--- config.mk ---
export PLATFORM = sky130hd
export DESIGN_NAME = icarus_work_receiver
export DESIGN_NICKNAME = d
export VERILOG_FILES = /design/src/rtl/ltcminer_pkg.sv /design/src/rtl/uart_rx_byte.sv /design/src/rtl/icarus_work_receiver.sv
export SDC_FILE = /design/constraint.sdc
export NUM_CORES = 2
export LEC_CHECK = 0
export ABC_CLOCK_PERIOD_IN_PS = 2700
export BUFFER_PORTS_ARGS = -buffer_cell sky130_fd_sc_hd__buf_2
export CAP_MARGIN = 20
export CELL_PAD_IN_SITES_DETAIL_PLACEMENT = 2
export CELL_PAD_IN_SITES_GLOBAL_PLACEMENT = 2
export CORE_MARGIN = 2
export CORE_UTILIZATION = 35
export DETAILED_ROUTE_END_ITERATION = 8
export GPL_TIMING_DRIVEN = 1
export PLACE_DENSITY = 0.76
export SLEW_MARGIN = 20
export SYNTH_ARGS = -nofsm -noshare
export SYNTH_HDL_FRONTEND = slang
export SYNTH_SLANG_ARGS = --single-unit
export TNS_END_PERCENT = 50
--- constraint.sdc ---
create_clock -name clk -period 2.7 [get_ports clk]
set_input_delay 0.27 -clock clk [delete_from_list [all_inputs] [get_ports clk]]
set_output_delay 0.27 -clock clk [all_outputs]
set_load 0.05 [all_outputs]
--- src/rtl/ltcminer_pkg.sv ---
// Shared constants and types for the LTC miner serial front end.
package ltcminer_pkg;

  localparam int unsigned WORK_BYTES   = 84;
  localparam int unsigned WORK_BITS    = 672;
  localparam logic [15:0] DYNPLL_MAGIC = 16'h55AA;

  typedef enum logic [1:0] {
    RX_IDLE,
    RX_START,
    RX_DATA,
    RX_STOP
  } rx_state_t;

endpackage

--- src/rtl/uart_rx_byte.sv ---
// 8N1 UART byte receiver: 2-flop synchroniser, falling-edge start detect,
// mid-bit sampling with a single BIT_DIV divider.
module uart_rx_byte
  import ltcminer_pkg::*;
#(
  parameter int unsigned BIT_DIV = 8
) (
  input  logic       clk,
  input  logic       rst_n,
  input  logic       rxd,
  output logic [7:0] byte_data,
  output logic       byte_valid,
  output logic       frame_err,
  output logic       start_ok,
  output logic       rx_idle,
  output logic       start_edge
);

  localparam int unsigned HALF = BIT_DIV / 2;
  localparam int unsigned CW   = $clog2(BIT_DIV + 1);

  logic [1:0]    sync;
  logic          rxd_s;
  logic          rxd_d;
  logic          fall;
  rx_state_t     state, state_nx;
  logic [CW-1:0] cnt, cnt_nx;
  logic [2:0]    bit_idx, bit_nx;
  logic [7:0]    shreg, sh_nx;

  assign rxd_s      = sync[1];
  assign fall       = rxd_d & ~rxd_s;
  assign rx_idle    = (state == RX_IDLE);
  assign start_edge = rx_idle & fall;
  assign byte_data  = shreg;

  always_ff @(posedge clk or negedge rst_n) begin
    if (!rst_n) begin
      sync    <= 2'b11;
      rxd_d   <= 1'b1;
      state   <= RX_IDLE;
      cnt     <= '0;
      bit_idx <= '0;
      shreg   <= '0;
    end else begin
      sync    <= {sync[0], rxd};
      rxd_d   <= rxd_s;
      state   <= state_nx;
      cnt     <= cnt_nx;
      bit_idx <= bit_nx;
      shreg   <= sh_nx;
    end
  end

  always_comb begin
    state_nx   = state;
    cnt_nx     = cnt + CW'(1);
    bit_nx     = bit_idx;
    sh_nx      = shreg;
    byte_valid = 1'b0;
    frame_err  = 1'b0;
    start_ok   = 1'b0;
    case (state)
      RX_IDLE: begin
        cnt_nx = '0;
        if (fall) state_nx = RX_START;
      end
      RX_START: begin
        if (cnt == CW'(HALF - 1)) begin
          cnt_nx = '0;
          if (rxd_s) begin
            state_nx = RX_IDLE;
          end else begin
            state_nx = RX_DATA;
            bit_nx   = '0;
            start_ok = 1'b1;
          end
        end
      end
      RX_DATA: begin
        if (cnt == CW'(BIT_DIV - 1)) begin
          cnt_nx = '0;
          sh_nx  = {rxd_s, shreg[7:1]};
          bit_nx = bit_idx + 3'd1;
          if (bit_idx == 3'd7) state_nx = RX_STOP;
        end
      end
      RX_STOP: begin
        // A low stop bit leaves rxd_d low, so a held break cannot retrigger
        // until the line has returned high.
        if (cnt == CW'(BIT_DIV - 1)) begin
          state_nx = RX_IDLE;
          if (rxd_s) byte_valid = 1'b1;
          else       frame_err  = 1'b1;
        end
      end
      default: state_nx = RX_IDLE;
    endcase
  end

endmodule

--- src/rtl/icarus_work_receiver.sv ---
// Icarus getwork receiver: assembles 84 UART bytes into a 672-bit work unit.
// Optional ICARUS_DYNPLL_EN decodes a 55AA header into pll_cfg/pll_update.
module icarus_work_receiver
  import ltcminer_pkg::*;
#(
  parameter int unsigned comm_clk_frequency = 100_000_000,
  parameter int unsigned baud_rate          = 115_200,
  parameter int unsigned timeout_bits       = 32
) (
  input  logic                 clk,
  input  logic                 rst_n,
  input  logic                 rxd,
  output logic [WORK_BITS-1:0] work_data,
  output logic                 work_valid,
  output logic                 rx_error,
`ifdef ICARUS_DYNPLL_EN
  output logic [15:0]          pll_cfg,
  output logic                 pll_update,
`endif
  output logic [6:0]           byte_count
);

  localparam int unsigned BIT_DIV   = comm_clk_frequency / baud_rate;
  localparam int unsigned TO_CYCLES = timeout_bits * BIT_DIV;

  generate
    if (BIT_DIV < 4) begin : g_bad_div
      $error("icarus_work_receiver: comm_clk_frequency/baud_rate must be >= 4");
    end
  endgenerate

  logic [7:0]           byte_data;
  logic                 byte_valid;
  logic                 frame_err;
  logic                 start_ok;
  logic                 rx_idle;
  logic                 start_edge;
  logic [WORK_BITS-1:0] shadow;
  logic [WORK_BITS-1:0] next_unit;
  logic [31:0]          to_cnt;
  logic                 to_expire;

  uart_rx_byte #(
    .BIT_DIV(BIT_DIV)
  ) u_rx (
    .clk       (clk),
    .rst_n     (rst_n),
    .rxd       (rxd),
    .byte_data (byte_data),
    .byte_valid(byte_valid),
    .frame_err (frame_err),
    .start_ok  (start_ok),
    .rx_idle   (rx_idle),
    .start_edge(start_edge)
  );

  assign next_unit = {shadow[WORK_BITS-9:0], byte_data};

  // A start edge arriving on the expiry cycle holds the counter, so the start
  // bit wins; a glitch that aborts back to idle then expires immediately.
  assign to_expire = rx_idle && (byte_count != '0) && !start_edge &&
                     (to_cnt >= TO_CYCLES - 1);

  always_ff @(posedge clk or negedge rst_n) begin
    if (!rst_n) begin
      shadow     <= '0;
      work_data  <= '0;
      work_valid <= 1'b0;
      rx_error   <= 1'b0;
      byte_count <= '0;
      to_cnt     <= '0;
`ifdef ICARUS_DYNPLL_EN
      pll_cfg    <= 16'h0000;
      pll_update <= 1'b0;
`endif
    end else begin
      work_valid <= 1'b0;
      rx_error   <= 1'b0;
`ifdef ICARUS_DYNPLL_EN
      pll_update <= 1'b0;
`endif
      if (start_ok || byte_count == '0) to_cnt <= '0;
      else if (to_expire)               to_cnt <= '0;
      else if (rx_idle)                 to_cnt <= to_cnt + 32'd1;

      if (frame_err) begin
        rx_error   <= 1'b1;
        byte_count <= '0;
      end else if (byte_valid) begin
        shadow <= next_unit;
        if (byte_count == 7'(WORK_BYTES - 1)) begin
          byte_count <= '0;
          work_data  <= next_unit;
          work_valid <= 1'b1;
`ifdef ICARUS_DYNPLL_EN
          if (next_unit[WORK_BITS-1 -: 16] == DYNPLL_MAGIC) begin
            pll_cfg    <= next_unit[WORK_BITS-17 -: 16];
            pll_update <= 1'b1;
          end
`endif
        end else begin
          byte_count <= byte_count + 7'd1;
        end
      end else if (to_expire) begin
        byte_count <= '0;
      end
    end
  end

endmodule

==> metrics.cfg <==
[timing]
min_period_ns = 2.52
finalCritPeriodShare = 0.933
max_clock_freq_mhz = 397
postLayoutSetupSlackWorst_ns = 0.180
timing_hold_violations_final = 0
worst_slew_pin_slew_ns = 0.906
grt_setup_unrepaired = no
slew_violations = 0
setup_viol_count_final = 0
max-slew-margin-rel = 0.396
tns_ns = 0
fin_worst_skew_ns = 0.0275

[worst_setup_path]
critical_path_endpoint_category = register
timing.setup.critical_path_class = reg2reg
critical_path.reg2reg.startpoint = u_rx.cnt[0]$_DFF_PN0_
timing.reg2reg.worst_path_depth = 9
required_ns = 3.36
critical_path_arrival_ns = 3.18
timing.reg2reg.setup_slack_ns = 0.18
critical_path.max_fanout = 83
worst_setup_path_start_kind = register
critical_path.reg2reg.endpoint = work_data[150]$_DFFE_PN0P_

[global_route]
grt_overflow = 0
antenna_found_initial = 3
grt_first_pass_wirelength_um = 291000
groute.usage.overall = 0.239
grt_start_max_net_pins = 136
via_count_of_the_first_global_routing_pass = 48100

[layout]
area_delta_synth_final_pct = 22.0
design_area_sq_mm = 0.0651
final_common_cell = nand2_1
instances_no_fill = 8825
final_nets = 6683
leading_cell_types_in_the_layout_fill_and_taps_excluded = nand2_1, dfrtp_1, buf_2
drive_gt1_frac = 0.161

[floorplan]
die_area_sq_mm = 0.156
placement_rows = 143
initial_utilization = 0.352
num_io_pins = 684
die_width_um = 394
floorplan.die.height_um = 394
core_sq_mm = 0.152

[min_path]
hp-class = in2reg
hold_path.startpoint = rxd
worstHoldPathCells = 2
endpoint_of_the_worst_hold_path = u_rx.sync[0]$_DFF_PN1_

[placement]
dp.cells = 8538
placement.cell_area_sq_mm = 0.0597
io_buffers = 683
hpwl_um = 127000
detailedPlace.worstSlack_ns = 0.168
globalplace.congestion = 0.801

[power_and_ir_drop]
power.ir.vdd_worst_mv = 0.469
power-per-cell-area_mw_per_mm2 = 676
power.leakage_uw = 0.0385

[run_status]
outcome = completed

[synthesis]
synth_cell_type_count = 54
synth_area_sq_mm = 0.0533
synth_seq_cells = 1403
synthesis.nets = 6008
synth_warn = 0
ys_top_cells_by_area = dfrtp_1, nand2_1, buf_2, clkbuf_1, nor2_1
synth_top_area_frac = 0.657
synth_seq_area_share = 0.658
synth-edff-count = 0
postSynthCellCount = 5998
synth_ff_type = dfrtp_1
asr_flop_ratio_synth = 1.00
netlist.top_cell.by_area = dfrtp_1
synth.avg_cell_area_sq_um = 8.89

[routing]
route.detailed.drc = 0
post_drt_via_cell_ratio = 4.88
route.vias.total = 43000
detail_route.iter0.violations = 1964
first_pass_iters = 5
routed_wirelength_um = 184000
routed_met3_length_um = 7050
wire_per_inst_um = 20.9
wl_met2_um = 92800
routed.top_layer = met4
wirelength_met1_um = 79800
detail-route-antenna-nets = 0

[cts]
postCtsSetupBuffers = 0
clock_tree.root_cell = clkbuf_16
cts_made_buffers = 159
clock_path_buffers = 3
clock-sinks = 1403
worst_setup_hold_path_clk_slew_ns = 0.06
clock_latency_ns = 0.79
tritoncts = yes
number_of_h_tree_levels = 4

[job]
drv.max_cap_violation_count = 0

[report_power, final]
group	leakage (uW)	total [uW]	internal [uW]	switching, uW
sequential	0.0196	21200	21100	77.0
combinational	0.0163	689	147	542
clock	0.00262	22200	13200	9020
[metrics by stage]
step	utilization	hold WS (ns)	power, uW
2_1_floorplan	-	-0.0256	21600
3_3_place_gp	0.394	0.232	22200
3_5_place_dp	0.394	0.223	22300
4_1_cts	0.429	0.0643	44600
5_1_grt	0.429	0.0980	45500
6_report	0.429	0.139	44000
[worst max-delay path: stages, from the launching register on]
cell and delay, ns:
dfrtp_1 0.46, ha_1 0.20, nor4bb_1 0.19, and4_2 0.36, nand2_8 0.11, or2_4 0.29, buf_12 0.19, buf_12 0.25
nand2_1 0.15, nand2_1 0.07
[flip-flops by register name, indices dropped and copies added, names as in the netlist, 2 cells and up, named ones only]
signal / flops
byte_count: 7
shadow: 664
to_cnt: 32
u_rx.bit_idx: 3
u_rx.byte_data: 8
u_rx.cnt: 10
u_rx.sync: 2
work_data: 672
[final cells by class]
cell class | count | area (sq um)
diodes | 1 | 2.50
clock buffers | 235 | 4690
clock inverters | 47 | 649
fillers | 16700 | 86600
inverters | 8 | 30.0
multi-input cells | 4282 | 16800
flip-flops and latches | 1403 | 35100
well taps | 2030 | 2540
repair buffers | 819 | 5280
[synth_stat cells (3+ instances only)]
| master | count |
|---|---|
| a21o_1 | 3 |
| a21oi_1 | 10 |
| a31oi_1 | 5 |
| and2_1 | 3 |
| and3_1 | 9 |
| buf_1 | 15 |
| buf_2 | 137 |
| buf_4 | 8 |
| buf_6 | 11 |
| clkbuf_1 | 134 |
| dfrtp_1 | 1400 |
| dfstp_2 | 3 |
| ha_1 | 7 |
| inv_1 | 8 |
| mux2_2 | 11 |
| nand2_1 | 4030 |
| nand2b_1 | 6 |
| nand3_1 | 24 |
| nand4_1 | 13 |
| nor2_1 | 47 |
| nor3_1 | 7 |
| nor4_1 | 14 |
| nor4bb_1 | 3 |
| o21a_1 | 3 |
| o21ai_0 | 14 |
| o31ai_1 | 3 |
| or2_2 | 5 |
| or3_1 | 6 |
| xnor2_1 | 13 |
| xor2_1 | 16 |
[worst max path at each step]
stage	from	endpoint	slack (ns)	cells past startpoint
floorplan	u_rx.cnt[0]$_DFF_PN0_	work_data[460]$_DFFE_PN0P_	0.48	11
global placement	u_rx.cnt[0]$_DFF_PN0_	work_data[151]$_DFFE_PN0P_	0.30	9
detailed placement	u_rx.cnt[0]$_DFF_PN0_	work_data[150]$_DFFE_PN0P_	0.17	9
CTS	u_rx.cnt[0]$_DFF_PN0_	work_data[120]$_DFFE_PN0P_	0.16	9
global route	u_rx.cnt[1]$_DFF_PN0_	to_cnt[31]$_DFFE_PN0P_	0.008	9
finish	u_rx.cnt[0]$_DFF_PN0_	work_data[150]$_DFFE_PN0P_	0.18	9
[per-layer routing]
layer / vias to the layer above / global-route usage
met5: - / 0
met4: 0 / 0.0671
met3: 226 / 0.0374
met2: 736 / 0.413
met1: 22500 / 0.310
li1: 19600 / -
[repair_timing]
item / 4_1_cts / 5_1_grt
resized for setup: 0 / 1
hold buffers: 4 / 0
hold endpoints to repair: 631 / 0
endpoints found under the setup margin: 0 / 9
[cells by family (layout without fill, tap and decap cells)]
logic type | Yosys count | count (layout) | synth area share
muxes | 11 | 11 | 0.00232
buffers and inverters | 313 | 1109 | 0.0273
AOI/OAI and AO/OA | 50 | 50 | 0.00617
adders and majority gates | 7 | 7 | 0.00164
DFF | 1403 | 1403 | 0.658
xor gates and xnor gates | 29 | 29 | 0.00476
and+or+nand+nor | 4185 | 4185 | 0.300
other | 0 | 1 | 0
Note: power is estimated with default switching activity, not from simulation.
